===== config.mk =====
export PLATFORM = sky130hd
export DESIGN_NAME = counter_8_monitor
export DESIGN_NICKNAME = d
export VERILOG_FILES = /design/src/rtl/counter_8_monitor.sv
export SDC_FILE = /design/constraint.sdc
export NUM_CORES = 1
export LEC_CHECK = 0
export ABC_AREA = 0
export BUFFER_PORTS_ARGS = -buffer_cell sky130_fd_sc_hd__buf_2
export CORE_MARGIN = 4
export CORE_UTILIZATION = 57
export DETAILED_ROUTE_END_ITERATION = 12
export PLACE_DENSITY = 0.89
export RECOVER_POWER = 50
export SYNTH_ARGS = -nofsm -noshare
export SYNTH_HDL_FRONTEND = slang
export SYNTH_SLANG_ARGS = --single-unit

===== constraint.sdc =====
create_clock -name CP -period 2.7 [get_ports CP]
set_input_delay 0 -clock CP [delete_from_list [all_inputs] [get_ports CP]]
set_output_delay 0 -clock CP [all_outputs]
set_load 0.05 [all_outputs]

===== src/rtl/counter_8_monitor.sv =====
// Receive-side checker for the mod-MOD counter interface: verifies count steps and carry,
// reports lock, fault pulses, a saturating fault count and stall.
module counter_8_monitor #(
    parameter int MOD     = 8,
    parameter int LOCK_N  = 4,
    parameter int TIMEOUT = 1024
) (
    input  logic       CP,
    input  logic       _CLR,
    input  logic       M,
    input  logic       Qa,
    input  logic       Qb,
    input  logic       Qc,
    input  logic       Qd,
    input  logic       _Qcc,
    output logic       LOCK,
    output logic       ERR,
    output logic [7:0] ERR_CNT,
    output logic       STALL,
    output logic [3:0] CUR
);

    localparam int TW = $clog2(TIMEOUT + 1);
    localparam int GW = $clog2(LOCK_N + 1);

    typedef enum logic [1:0] {HUNT, VERIFY, LOCKED} state_t;

    state_t          state, state_nxt;
    logic [GW-1:0]   good, good_nxt;
    logic [TW-1:0]   timer, timer_nxt;
    logic [3:0]      q_r, q_d, exp_q;
    logic            m_r, m_d, cc_r;
    logic            chg, mode_chg, carry_low, carry_bad, range_bad, step_bad;
    logic            fault, stall_hit;
    logic            lock_nxt, err_nxt, stall_nxt;
    logic [7:0]      cnt_nxt;

    // q_d is the previous registered sample and serves as the step reference
    always_comb begin
        chg       = (q_r != q_d);
        mode_chg  = (m_r != m_d);
        if (m_r)
            exp_q = (q_d == 4'(MOD - 1)) ? 4'd0 : q_d + 4'd1;
        else
            exp_q = (q_d == 4'd0) ? 4'(MOD - 1) : q_d - 4'd1;
        carry_low = m_r ? (q_r == 4'(MOD - 1)) : (q_r == 4'd0);
        carry_bad = (cc_r == carry_low);
        range_bad = ({1'b0, q_r} >= 5'(MOD));
        step_bad  = chg && (q_r != exp_q);
        fault     = (state != HUNT) && !mode_chg && (carry_bad || range_bad || step_bad);
        if (chg)
            timer_nxt = '0;
        else if (timer == TW'(TIMEOUT))
            timer_nxt = timer;
        else
            timer_nxt = timer + TW'(1);
        stall_hit = (timer_nxt == TW'(TIMEOUT));
    end

    always_ff @(posedge CP or negedge _CLR) begin
        if (!_CLR) begin
            state <= HUNT;
            good  <= '0;
        end else begin
            state <= state_nxt;
            good  <= good_nxt;
        end
    end

    always_comb begin
        state_nxt = state;
        good_nxt  = good;
        case (state)
            HUNT: begin
                if (chg) begin
                    state_nxt = VERIFY;
                    good_nxt  = '0;
                end
            end
            VERIFY: begin
                if (mode_chg || fault) begin
                    state_nxt = HUNT;
                end else if (chg) begin
                    good_nxt = good + GW'(1);
                    if (good_nxt == GW'(LOCK_N))
                        state_nxt = LOCKED;
                end
            end
            LOCKED: begin
                if (mode_chg || fault)
                    state_nxt = HUNT;
            end
            default: state_nxt = HUNT;
        endcase
        if (stall_hit)
            state_nxt = HUNT;
    end

    always_comb begin
        lock_nxt = (state_nxt == LOCKED);
        err_nxt  = fault;
        cnt_nxt  = (fault && ERR_CNT != 8'hFF) ? ERR_CNT + 8'd1 : ERR_CNT;
        if (stall_hit)
            stall_nxt = 1'b1;
        else if (chg)
            stall_nxt = 1'b0;
        else
            stall_nxt = STALL;
    end

    always_ff @(posedge CP or negedge _CLR) begin
        if (!_CLR) begin
            q_r     <= '0;
            q_d     <= '0;
            m_r     <= 1'b1;
            m_d     <= 1'b1;
            cc_r    <= 1'b1;
            timer   <= '0;
            LOCK    <= 1'b0;
            ERR     <= 1'b0;
            ERR_CNT <= '0;
            STALL   <= 1'b0;
        end else begin
            q_r     <= {Qd, Qc, Qb, Qa};
            q_d     <= q_r;
            m_r     <= M;
            m_d     <= m_r;
            cc_r    <= _Qcc;
            timer   <= timer_nxt;
            LOCK    <= lock_nxt;
            ERR     <= err_nxt;
            ERR_CNT <= cnt_nxt;
            STALL   <= stall_nxt;
        end
    end

    assign CUR = q_r;

endmodule


== Word-level counts from Yosys, hierarchy flattened ==
Cells that the tools add are included.
Operators by class
  eq/ne operators: 16
  mux-type cells: 19
  add/subtract/negate cells: 5
  $lt $le $gt $ge: 1
  reductions and logical operators: 15
Operator list (count)
  $eq A11 B11 Y1 const B: 2
  $mux W11: 2
  $mux W2: 6
  $mux W4: 3
  $add A11 B1 Y11 const B: 1
  $mux W3: 3
  $add A8 B1 Y8 const B: 1
  $eq A4 B3 Y1 const B: 2
  $logic_not A4 Y1: 2
  $ne A4 B4 Y1: 2
  $ne A8 B8 Y1 const B: 1
  $ne A2 B2 Y1 const B: 3
  $pmux W2 S3: 1
  $pmux W3 S2: 1
  $reduce_bool A2 Y1: 3
  $add A4 B1 Y4 const B: 1
  $eq A2 B2 Y1 const B: 2
  $ge A4 B4 Y1 const B: 1
  $logic_and A1 B1 Y1: 4
  $reduce_and A4 Y1: 1
  $sub A4 B1 Y4 const B: 1
  $add A3 B1 Y3 const B: 1
  $eq A3 B3 Y1 const B: 1
  $logic_or A1 B1 Y1: 3
  other kinds (6): 8
Storage, ports and cells
  input port bits: 8
  output and inout bits: 15
  flip-flop bits (word level): 38
  logic and storage cells: 68

== Logic depth before layout (Yosys ltp) ==
Gate-level depths: netlist of the first run.
  depth in word-level cells: 12
  mapped depth: 9
  mapped depth without buffers: 9

== Least setup slack after synthesis of the first run ==
Ideal clock, no wire load.
  path kind: register to register
  start point: register q_r[1], in the netlist CUR[1]
  end point: register good[0]
  clock period less this slack: 2339 ps
  data arrival time: 2218 ps
  required time: 2579 ps
  stages on the path, launching flop included: 8
  setup time: 121 ps
  path slack: 361 ps
  buffers on the path: 0
  cell sequence: dfrtp_1 xor2_1 nor4_1 nor2_1 o31ai_4 nand2_1 mux2_4 a22o_1
On the way
  longest elaborated chain between the ends: 9
  elaborated cells on any way between the ends: 16
  classes of those cells: order compare: 1; eq/ne: 7; mux: 1; reduce/logical: 7
Ends and longest elaborated chain
  from (decl): line 31  | logic [3:0] q_r, q_d, exp_q;
  from (signal assigned): line 124  | q_r <= {Qd, Qc, Qb, Qa};
  $eq A4 B3 Y1 or $logic_not A4 Y1 (tied branches): line 46  | carry_low = m_r ? (q_r == 4'(MOD - 1)) : (q_r == 4'd0);
  $mux W1: line 46
  $eq A1 B1 Y1: line 47  | carry_bad = (cc_r == carry_low);
  $logic_or A1 B1 Y1 (2 in a row): line 50  | fault = (state != HUNT) && !mode_chg && (carry_bad || range_bad || step_bad);
  $logic_and A1 B1 Y1: line 50
  $logic_or A1 B1 Y1: line 81  | if (mode_chg || fault) begin
  $ne A2 B2 Y1 (no source line)
  $reduce_and A4 Y1 (no source line) *
  to (signal assigned): line 66  | good <= good_nxt;
  to (decl): line 29  | logic [GW-1:0] good, good_nxt;
Mark *: on every way between the ends. The rest lies on a longest branch, timed or not.
A chain may end at the register's enable or synchronous reset.

== Worst setup path after layout of the first run ==
  start point: register q_d[0]
  end point: register good[0]
On the way
  longest elaborated chain between the ends: 10
  elaborated cells on any way between the ends: 17
  classes of those cells: add/sub: 2; eq/ne: 6; mux: 3; reduce/logical: 6
Ends and longest elaborated chain
  from (decl): line 31
  from (signal assigned): line 125  | q_d <= q_r;
  $sub A4 B1 Y4 (tied with other cells): line 45  | exp_q = (q_d == 4'd0) ? 4'(MOD - 1) : q_d - 4'd1;
  $mux W4 (on tied branches): line 45, 43
  $mux W4: line 42  | if (m_r)
  $ne A4 B4 Y1: line 49  | step_bad = chg && (q_r != exp_q);
  $logic_and A1 B1 Y1: line 49
  $logic_or A1 B1 Y1: line 50
  $logic_and A1 B1 Y1: line 50
  $logic_or A1 B1 Y1: line 81
  $ne A2 B2 Y1 (no source line)
  $reduce_and A4 Y1 (no source line) *
Marks and branches as above.

==> summary.md, run 1 <==
| Metric | Value |
|---|---|
| Grt ovf | 0 |
| Initial antenna violation count | 0 |
| # resized after CTS | 0 |
| Setup_tns | 0 ns |
| Vias per cell | around 5.8 |
| RePlAce Congestion | 0.872 |
| Die area | approximately 0.0045 mm^2 |
| Ant diodes | 0 |
| CTS tree | built |
| Min-delay src | Qd |
| Vias in the first global route | 1,542 |
| Core area | between 0.003 and 0.004 mm^2 |
| Clock Skew | 0.00530 ns |
| Highest Clock Rate | 408 MHz |
| DP Area | between 0.002 and 0.0025 mm^2 |
| Die height | 67.0 um |
| Initial DRC count | between 100 and 150 |
| Violations in the final reports | max-capacitance violations, max-slew violations |
| Hold WC Path Type | in2reg |
| Final ANT Viol Nets | 0 |
| Final Cell Area | ~0.0023 mm^2 |
| Setup crit start kind | register |
| Reg-to-Reg End | good[0] |
| Register bit total from synthesis | 38 |
| PortBufs | 22 |
| Worst EP arrival | 2.68 ns |
| Sequential share of the synthesized area | 0.481 |
| Final Hold Vio Count | 0 |
| Wire length per cell | 14.5 um |
| Pwr Density | 714 mW/mm^2 |
| R2r startpoint | q_d[0] |
| Yosys warning count | 0 |
| Row cnt | 21 |
| Cell Area, Synth | ~0.0020 mm^2 |
| Synth top area cells | dfrtp_1 (44%), xnor2_1 (7.5%), ha_1 (4.4%), xor2_1 (4.4%), nor2_1 (4.2%) |
| Status | finished, violations left |
| NumNets Final | around 240 |
| DRT Pass-1 Iters | 5 |
| Crit. End Element | register |
| CP Max Fanout | 6 |
| Initial core utilization | 0.595 |
| Boundary Pins | 23 |
| Hold depth | 2 |
| Area fraction of the dominant cell type after synthesis | 0.441 |
| Max transition margin | -0.289 |
| Reg2reg path depth | 9 |
| Syn Area/Cell | 10.5 um^2 |
| H-tree level count | 2 |
| Total setup buffers inserted after CTS | 0 |
| CTS Buf Count | 5 |
| Shortest period the worst path allows | 2.45 ns |
| Layout cells sized above 1 | 0.174 |
| Most frequent cells in the layout | dfrtp_1 (35), nor2_1 (22), buf_2 (19) |
| VDD IR max | 0.000634 V |
| First-pass GRT wire length | 6800 um |
| Die X | around 67 um |
| Ys flop type | dfrtp_1 |
| Fin. max-slew vios | 39 |
| Post-Syn Nets | 204 |
| Routed WL | between 3000 and 4000 um |
| Clk Latency, worst-skew pair | 0.33 ns |
| R2r setup slk | 0.25 ns |
| Leading area contributor after synthesis | dfrtp_1 |
| Drt drc | 0 |
| Most common cell after layout, fill and taps aside | dfrtp_1 |
| WHS Endpoint | CUR[3] |
| Max-Cap Viols | 1 |
| Area growth syn-to-layout | 14.4% |
| # setup viols final | 0 |
| Crit share post-route | 0.909 |
| Distinct cell type count after synthesis | 42 |
| Critical path class | reg2reg |
| Leak pwr | 0.00100 uW |
| Cells after synthesis | 189 |
| Worst-margin pin slew | 1.93 ns |
| RSZ-0062 raised after global routing | false |
| Clk slew on worst S/H paths | 0.11 ns |
| Post-synth ARST share | 1.00 |
| Pin count of the biggest net entering global routing | 39 |
| CTS root buf | clkbuf_4 |
| Maximum root-to-sink buffer count | 2 |
| Clock sinks | 38 |
| Via count | 1,563 |
| Worst EP required | 2.93 ns |
| DP HPWL | 2720 um |
| Total Routing Usage GR | 0.201 |
| Number of enable flip-flop cells after synthesis | 0 |
[power by group]
part           switching (uW)  total (uW)  internal [uW]
logic                     363         555            192
registers                 120         766            646
clock network             174         301            126
total                     657        1620            965
[cells in the mapped netlist, types with 2 or more instances]
cell type and instances:
a21o_1 2, a22o_1 5, a31oi_1 3, and2_1 3, and3_1 4, clkbuf_1 3, dfrtp_1 35, dfstp_2 3
ha_1 7, inv_1 5, mux2i_1 3, nand2_1 7, nand3_1 13, nand4_1 6, nor2_1 22, nor2b_1 2
nor3_1 8, nor4_1 2, nor4b_1 3, o21ai_0 5, o31ai_1 2, xnor2_1 17, xor2_1 10
[state kept, by name (all words and copies together), names as in the netlist]
signal and cells:
STALL 1, m_r 1, state 2, ERR_CNT 8, good 3, LOCK 1
CUR 4, q_d 4, cc_r 1, m_d 1, ERR 1, timer 11
[through the flow]
| stage | util | worst slack (ns) | cells | hold WS (ns) | total power, uW |
|---|---|---|---|---|---|
| floorplan | - | 0.361 | 189 | -0.296 | 1170 |
| global placement | 0.643 | 0.375 | 255 | 0.105 | 1280 |
| detailed placement | 0.643 | 0.262 | 255 | 0.107 | 1300 |
| CTS | 0.682 | 0.247 | 270 | 0.294 | 1610 |
| global route | 0.681 | 0.00702 | 270 | 0.308 | 1710 |
| finish | 0.681 | 0.246 | 270 | 0.306 | 1620 |
[cell families (layout without fill, tap and decap cells)]
family,Yosys count,count (layout),synth area share
AO/OA/AOI/OAI,24,24,0.0946
multiplexers,5,5,0.0284
buffers and inverters,9,44,0.0208
XOR/XNOR,27,27,0.119
AND/OR/NAND/NOR,79,79,0.212
adder cells (fa/ha/maj),7,7,0.0441
flip-flops,38,38,0.481
[critical path: stages, from the launching register on]
cell and delay, ns:
dfrtp_1 0.46, inv_1 0.09, ha_1 0.32, xnor2_1 0.14, a2111oi_0 0.36, a31oi_1 0.16, o31ai_4 0.26, nand2_1 0.12
mux2_4 0.28, a22o_1 0.18
[cell type report]
cell class | count | area [um^2]
Clock buffer | 7 | 55.1
Clock inverter | 1 | 5.00
Fill cell | 256 | 1070
Inverter | 5 | 18.8
Multi-Input combinational cell | 142 | 988
Sequential cell | 38 | 955
Tap cell | 46 | 57.6
Timing Repair Buffer | 31 | 191
[how the worst max path moves through the flow]
stage,from,to
2_1_floorplan,CUR[1],good[0]
3_3_place_gp,q_d[0],good[0]
3_5_place_dp,q_d[0],good[0]
4_1_cts,q_d[0],good[0]
5_1_grt,q_d[0],good[0]
6_report,q_d[0],good[0]
[what timing repair did]
action | 4_1_cts | 5_1_grt
endpoints found under the setup margin | 0 | 0
hold buffers | 7 | 0
hold endpoints to repair | 41 | 0
[metal layers]
metal	wire length (um)	vias to the layer above	share of wire	global-route usage
li1	-	736	-	-
met2	1910	65	0.49	0.344
met5	0	-	0	0
met1	1700	752	0.43	0.250
met4	85	0	0.022	0.0658
met3	228	10	0.058	0.0422
Note: power is estimated with default switching activity, not from simulation.
==> run 2, diff against run 1 <==
==> constraint.sdc (replaced) <==
create_clock -name CP -period 2.7 [get_ports CP]
set_input_delay 0.81 -clock CP [delete_from_list [all_inputs] [get_ports CP]]
set_output_delay 0.81 -clock CP [all_outputs]
set_load 0.05 [all_outputs]
==> summary.md, run 2 (synthesis gave the netlist of run 1 again) <==
| Metric | Value |
|---|---|
| Crit share post-route | 0.905 |
| Area growth syn-to-layout | 11.0% |
| Wire length per cell | 14.1 um |
| Ant diodes | 0 |
| CP Max Fanout | 6 |
| Setup crit start kind | register |
| Setup_tns | 0 ns |
| Pin count of the biggest net entering global routing | 39 |
| Fin. max-slew vios | 39 |
| Hold WC Path Type | reg2reg |
| Critical path class | reg2reg |
| Clk Latency, worst-skew pair | 0.33 ns |
| Hold Buf Count CTS | 0 |
| Slowest stage delay, CP | between 0.4 and 0.5 ns |
| Die X | 67.0 um |
| Worst-margin pin slew | slightly below 2 ns |
| Final ANT Viol Nets | 0 |
| H-tree level count | 2 |
| # resized after CTS | 0 |
| Violations in the final reports | max-capacitance violations, max-slew violations |
| CTS tree | built |
| Die height | 67.0 um |
| Vias in the first global route | 1,472 |
| Via count | 1,503 |
| Worst EP arrival | 2.67 ns |
| Biggest regs | timer x11, ERR_CNT x8 |
| Clock sinks | 38 |
| Pwr Density | 724 mW/mm^2 |
| Maximum root-to-sink buffer count | 2 |
| PortBufs | 22 |
| Initial DRC count | approximately 100 |
| Status | finished, violations left |
| Vias per cell | 5.71 |
| CTS root buf | clkbuf_4 |
| Core area | 0.00334 mm^2 |
| Routed WL | 3710 um |
| Drt drc | 0 |
| Row cnt | 21 |
| CP max-delay cell | dfrtp_1 |
| Die area | 0.00449 mm^2 |
| Most common cell after layout, fill and taps aside | dfrtp_1 |
| Layout cells sized above 1 | 0.189 |
| Highest Clock Rate | between 400 and 500 MHz |
| # setup viols final | 0 |
| Initial antenna violation count | 0 |
| Total setup buffers inserted after CTS | 0 |
| DRT Pass-1 Iters | 5 |
| Final Hold Vio Count | 0 |
| Total Routing Usage GR | 0.190 |
| Crit. End Element | register |
| Leak pwr | 0.000979 uW |
| Number of fill cells | 271 |
| Fin Hold WS | ~0.45 ns |
| NumNets Final | 231 |
| Cell-by-cell listing of the critical path | inv_1 > ha_1 > xnor2_1 > a2111oi_0 > a31oi_1 > o31ai_4 > nand2_1 > mux2_4 > a22o_1 |
| VDD IR max | 0.000696 V |
| Grt ovf | 0 |
| Max reg flops | 11 |
| Max-Cap Viols | 1 |
| Clk slew on worst S/H paths | ~0.11 ns |
| RePlAce Congestion | 0.872 |
| Clock Skew | 0.00780 ns |
| DP HPWL | 2720 um |
| RSZ-0062 raised after global routing | false |
| Initial core utilization | 0.595 |
| Max transition margin | -0.291 |
| Reg with most FFs | timer |
| Worst EP required | slightly below 3 ns |
| Shortest period the worst path allows | between 2 and 2.5 ns |
| CTS Buf Count | 5 |
| First-pass GRT wire length | 6440 um |
| Most frequent cells in the layout | dfrtp_1 (35), nor2_1 (22), buf_2 (21) |
| Boundary Pins | 23 |
[run 2: changes by cell type in the layout (fill, tap and decap cells not counted), sizes merged]
cell / before / now
buf: 21 / 23
clkbuf: 10 / 8
dlygate4sd3: 7 / 0
[run 2: final cells by class]
type / instances / area [um^2] / share of cell area
Tap cell: 46 / 57.6 / 0.0261
Timing Repair Buffer: 24 / 124 / 0.0562
Clock inverter: 1 / 5.00 / 0.00227
Inverter: 5 / 18.8 / 0.00852
Sequential cell: 38 / 955 / 0.433
Multi-Input combinational cell: 142 / 988 / 0.449
Clock buffer: 7 / 55.1 / 0.0250
[run 2: metrics by stage]
stage                util  instances  power (uW)  instance area [um^2]  setup WS, ns
detailed placement  0.643        255        1300                  2140         0.262
CTS                 0.661        263        1600                  2200         0.247
floorplan               -        189        1170                  1980         0.361
global route        0.660        263        1700                  2200       0.00699
global placement    0.643        255        1280                  2140         0.375
finish              0.660        263        1600                  2200         0.256
[run 2: path summary, 6_finish.rpt]
check / startpoint / end / slack, ns / cells past startpoint
min: m_r / m_d / 0.45 / 0
min reg2reg: m_r / m_d / 0.45 / 0
max in group asynchronous: _CLR / CUR[1] / 0.59 / 1
max reg2reg: q_d[0] / good[0] / 0.26 / 9
max: q_d[0] / good[0] / 0.26 / 9
min in group asynchronous: _CLR / ERR_CNT[0] / 1.00 / 1
[run 2: power breakdown]
part / switching, uW / internal [uW] / leakage (uW) / total [uW]
logic: 352 / 184 / 0.000457 / 536
clock network: 174 / 126 / 0.0000353 / 300
registers: 114 / 646 / 0.000487 / 760
[run 2: routing by layer]
metal  vias to the layer above  GRT usage  part of all wire
li1                        721          -                 -
met1                       733      0.238              0.45
met2                        41      0.321              0.49
met3                         8     0.0405             0.045
met4                         0     0.0658             0.018
met5                         -          0                 0
[run 2: worst max-delay path: cells and delay by family (launching register included)]
kind | cells | cell delay (ns)
AOI/OAI and AO/OA | 4 | 0.96
xor gates and xnor gates | 1 | 0.15
adders and majority gates | 1 | 0.32
buffers and inverters | 1 | 0.08
DFF | 1 | 0.45
muxes | 1 | 0.27
and+or+nand+nor | 1 | 0.12
==> run 3, diff against run 2 <==
Settings changed: CELL_PAD_IN_SITES_DETAIL_PLACEMENT set to 0, CELL_PAD_IN_SITES_GLOBAL_PLACEMENT set to 1, CORE_UTILIZATION 57 to 43, CTS_BUF_LIST set to sky130_fd_sc_hd__clkbuf_4 sky130_fd_sc_hd__clkbuf_8.
Clock period 2.7 ns to 2.2 ns, I/O delays scaled along.
==> summary.md, run 3 (synthesis gave the netlist of run 1 again) <==
| Metric | Value |
|---|---|
| Status | finished, final reports clean |
| Part of the power in registers | 0.409 |
| Clock share of power | 0.271 |
| Clk slew on worst S/H paths | approximately 0.080 ns |
| Area growth syn-to-layout | 27.5% |
| Leak pwr | 0.00112 uW |
| Routed WL | roughly 3800 um |
| First-pass GRT wire length | ~6700 um |
| Hold WC Path Type | in2async |
| Worst Path Buf+Inv | 1 |
| Initial DRC count | 40 |
| Row cnt | 24 |
| Boundary Pins | 23 |
| # setup viols final | 0 |
| Pin count of the biggest net entering global routing | 23 |
| Crit-path leading delay family | simple AND/OR/NAND/NOR gates |
| Fin. max-slew vios | 0 |
| Vias in the first global route | 1,430 |
| Hold Buf Count CTS | 0 |
| Reg with most FFs | timer |
| Setup crit start kind | register |
| Most frequent cells in the layout | dfrtp_1 (33), nor2_1 (22), buf_2 (22), buf_4 (22), xnor2_1 (16) |
| H-tree level count | 2 |
| PortBufs | 22 |
| DP HPWL | 2770 um |
| Die X | 75.9 um |
| Via count | about 1,500 |
| Crit. End Element | register |
| Layout cells sized above 1 | 0.325 |
| NumNets Final | 251 |
| RSZ-0062 raised after global routing | true |
| Drt drc | 0 |
| Critical path class | reg2reg |
| RePlAce Congestion | 0.891 |
| Most common cell after layout, fill and taps aside | dfrtp_1 |
| Crit share post-route | 0.987 |
| Pwr Density | 894 mW/mm^2 |
| Final Hold Vio Count | 0 |
| Maximum root-to-sink buffer count | 2 |
| Number of fill cells | 382 |
| Cell-by-cell listing of the critical path | buf_4 > xor2_1 > or4_4 > nand2b_1 > and3b_4 > mux2_4 > a22o_1 |
| Highest Clock Rate | 461 MHz |
| CTS root buf | clkbuf_8 |
| Slowest stage delay, CP | 0.56 ns |
| VDD IR max | 0.000412 V |
| CP Max Fanout | 5 |
| Max transition margin | 0.695 |
| Die area | a little under 0.006 mm^2 |
| Util after Layout | 0.573 |
| Worst-margin pin slew | 0.457 ns |
| Final ANT Viol Nets | 0 |
| Core area | 0.00441 mm^2 |
| DRT Pass-1 Iters | 6 |
| Ant diodes | 0 |
| NetSw | between 800 and 900 uW |
| Clk Latency, worst-skew pair | 0.28 ns |
| Die height | around 76 um |
| R2r setup slk | around 0.029 ns |
| Initial antenna violation count | 0 |
| Worst EP required | between 2 and 2.5 ns |
| Wire length per cell | roughly 13 um |
| Max reg flops | 11 |
| Clock sinks | 38 |
| Initial core utilization | 0.450 |
| Int Power | 1450 uW |
| Total Routing Usage GR | 0.139 |
| Comb pwr share | 0.320 |
| Biggest regs | timer x11, ERR_CNT x8 |
| CTS Buf Count | 5 |
| Worst EP arrival | 2.34 ns |
| Grt ovf | 0 |
| Vias per cell | between 5 and 6 |
| Shortest period the worst path allows | 2.17 ns |
| CTS tree | built |
| Clock Skew | 0.0109 ns |
| Fin Hold WS | 0.314 ns |
| CP max-delay cell | or4_4 |
| Max-Cap Viols | 0 |
| Sw frac | 0.360 |
[run 3: final cells by class]
cell class                      instances  area (um^2)  area share
Multi-Input combinational cell        142         1090       0.432
Sequential cell                        38          957       0.378
Timing Repair Buffer                   44          275       0.109
Clock buffer                            7         90.1      0.0356
Tap cell                               52         65.1      0.0257
Clock inverter                          1         30.0      0.0119
Inverter                                5         18.8     0.00742
[run 3: per-layer routing]
| layer | track usage | routed length (um) | up-vias |
|---|---|---|---|
| met1 | 0.194 | 1950 | 722 |
| met5 | 0 | 0 | - |
| met3 | 0.0344 | 118 | 4 |
| li1 | - | - | 768 |
| met2 | 0.206 | 1690 | 20 |
| met4 | 0.0534 | 48 | 0 |
[run 3: path summary, 6_finish.rpt]
check	end	from	cells past startpoint
worst max-delay path	good[0]	q_d[0]	7
worst min-delay path	ERR_CNT[7]	_CLR	1
worst max register to register	good[0]	q_d[0]	7
worst min register to register	m_d	m_r	0
max in group asynchronous	good[0]	_CLR	2
min in group CP	m_d	m_r	0
[run 3: worst register-to-register path, delay by kind of cell, from the launching register on]
family	cells	cell delay, ns
buffers and inverters	1	0.16
and+or+nand+nor	3	0.88
xor gates and xnor gates	1	0.20
DFF	1	0.39
AOI/OAI and AO/OA	1	0.17
muxes	1	0.26
[run 3: timing repair]
item / 4_1_cts / 5_1_grt
setup endpoints to repair: 3 / 11
resized for setup: 9 / 9
hold endpoints to repair: 0 / 0
buffers inserted: 1 / 4
pin swaps: 3 / 5
[run 3: power groups by stage]
stage	registers (uW)	logic [uW]	clock network, uW
detailed placement	939	678	0
CTS	927	709	633
global placement	936	667	0
finish	926	723	614
global route	950	785	668
floorplan	1120	325	0
[run 3: stage by stage]
step	setup TNS, ns	std cells	instance area, um^2	total power, uW	setup WS, ns
floorplan	-0.0417	189	1990	1440	-0.0365
global placement	-0.0262	276	2270	1600	-0.0262
detailed placement	-0.0974	276	2270	1620	-0.0554
CTS	0	285	2460	2270	0.00676
global route	-0.0844	289	2530	2400	-0.0532
finish	0	289	2530	2260	0.0287
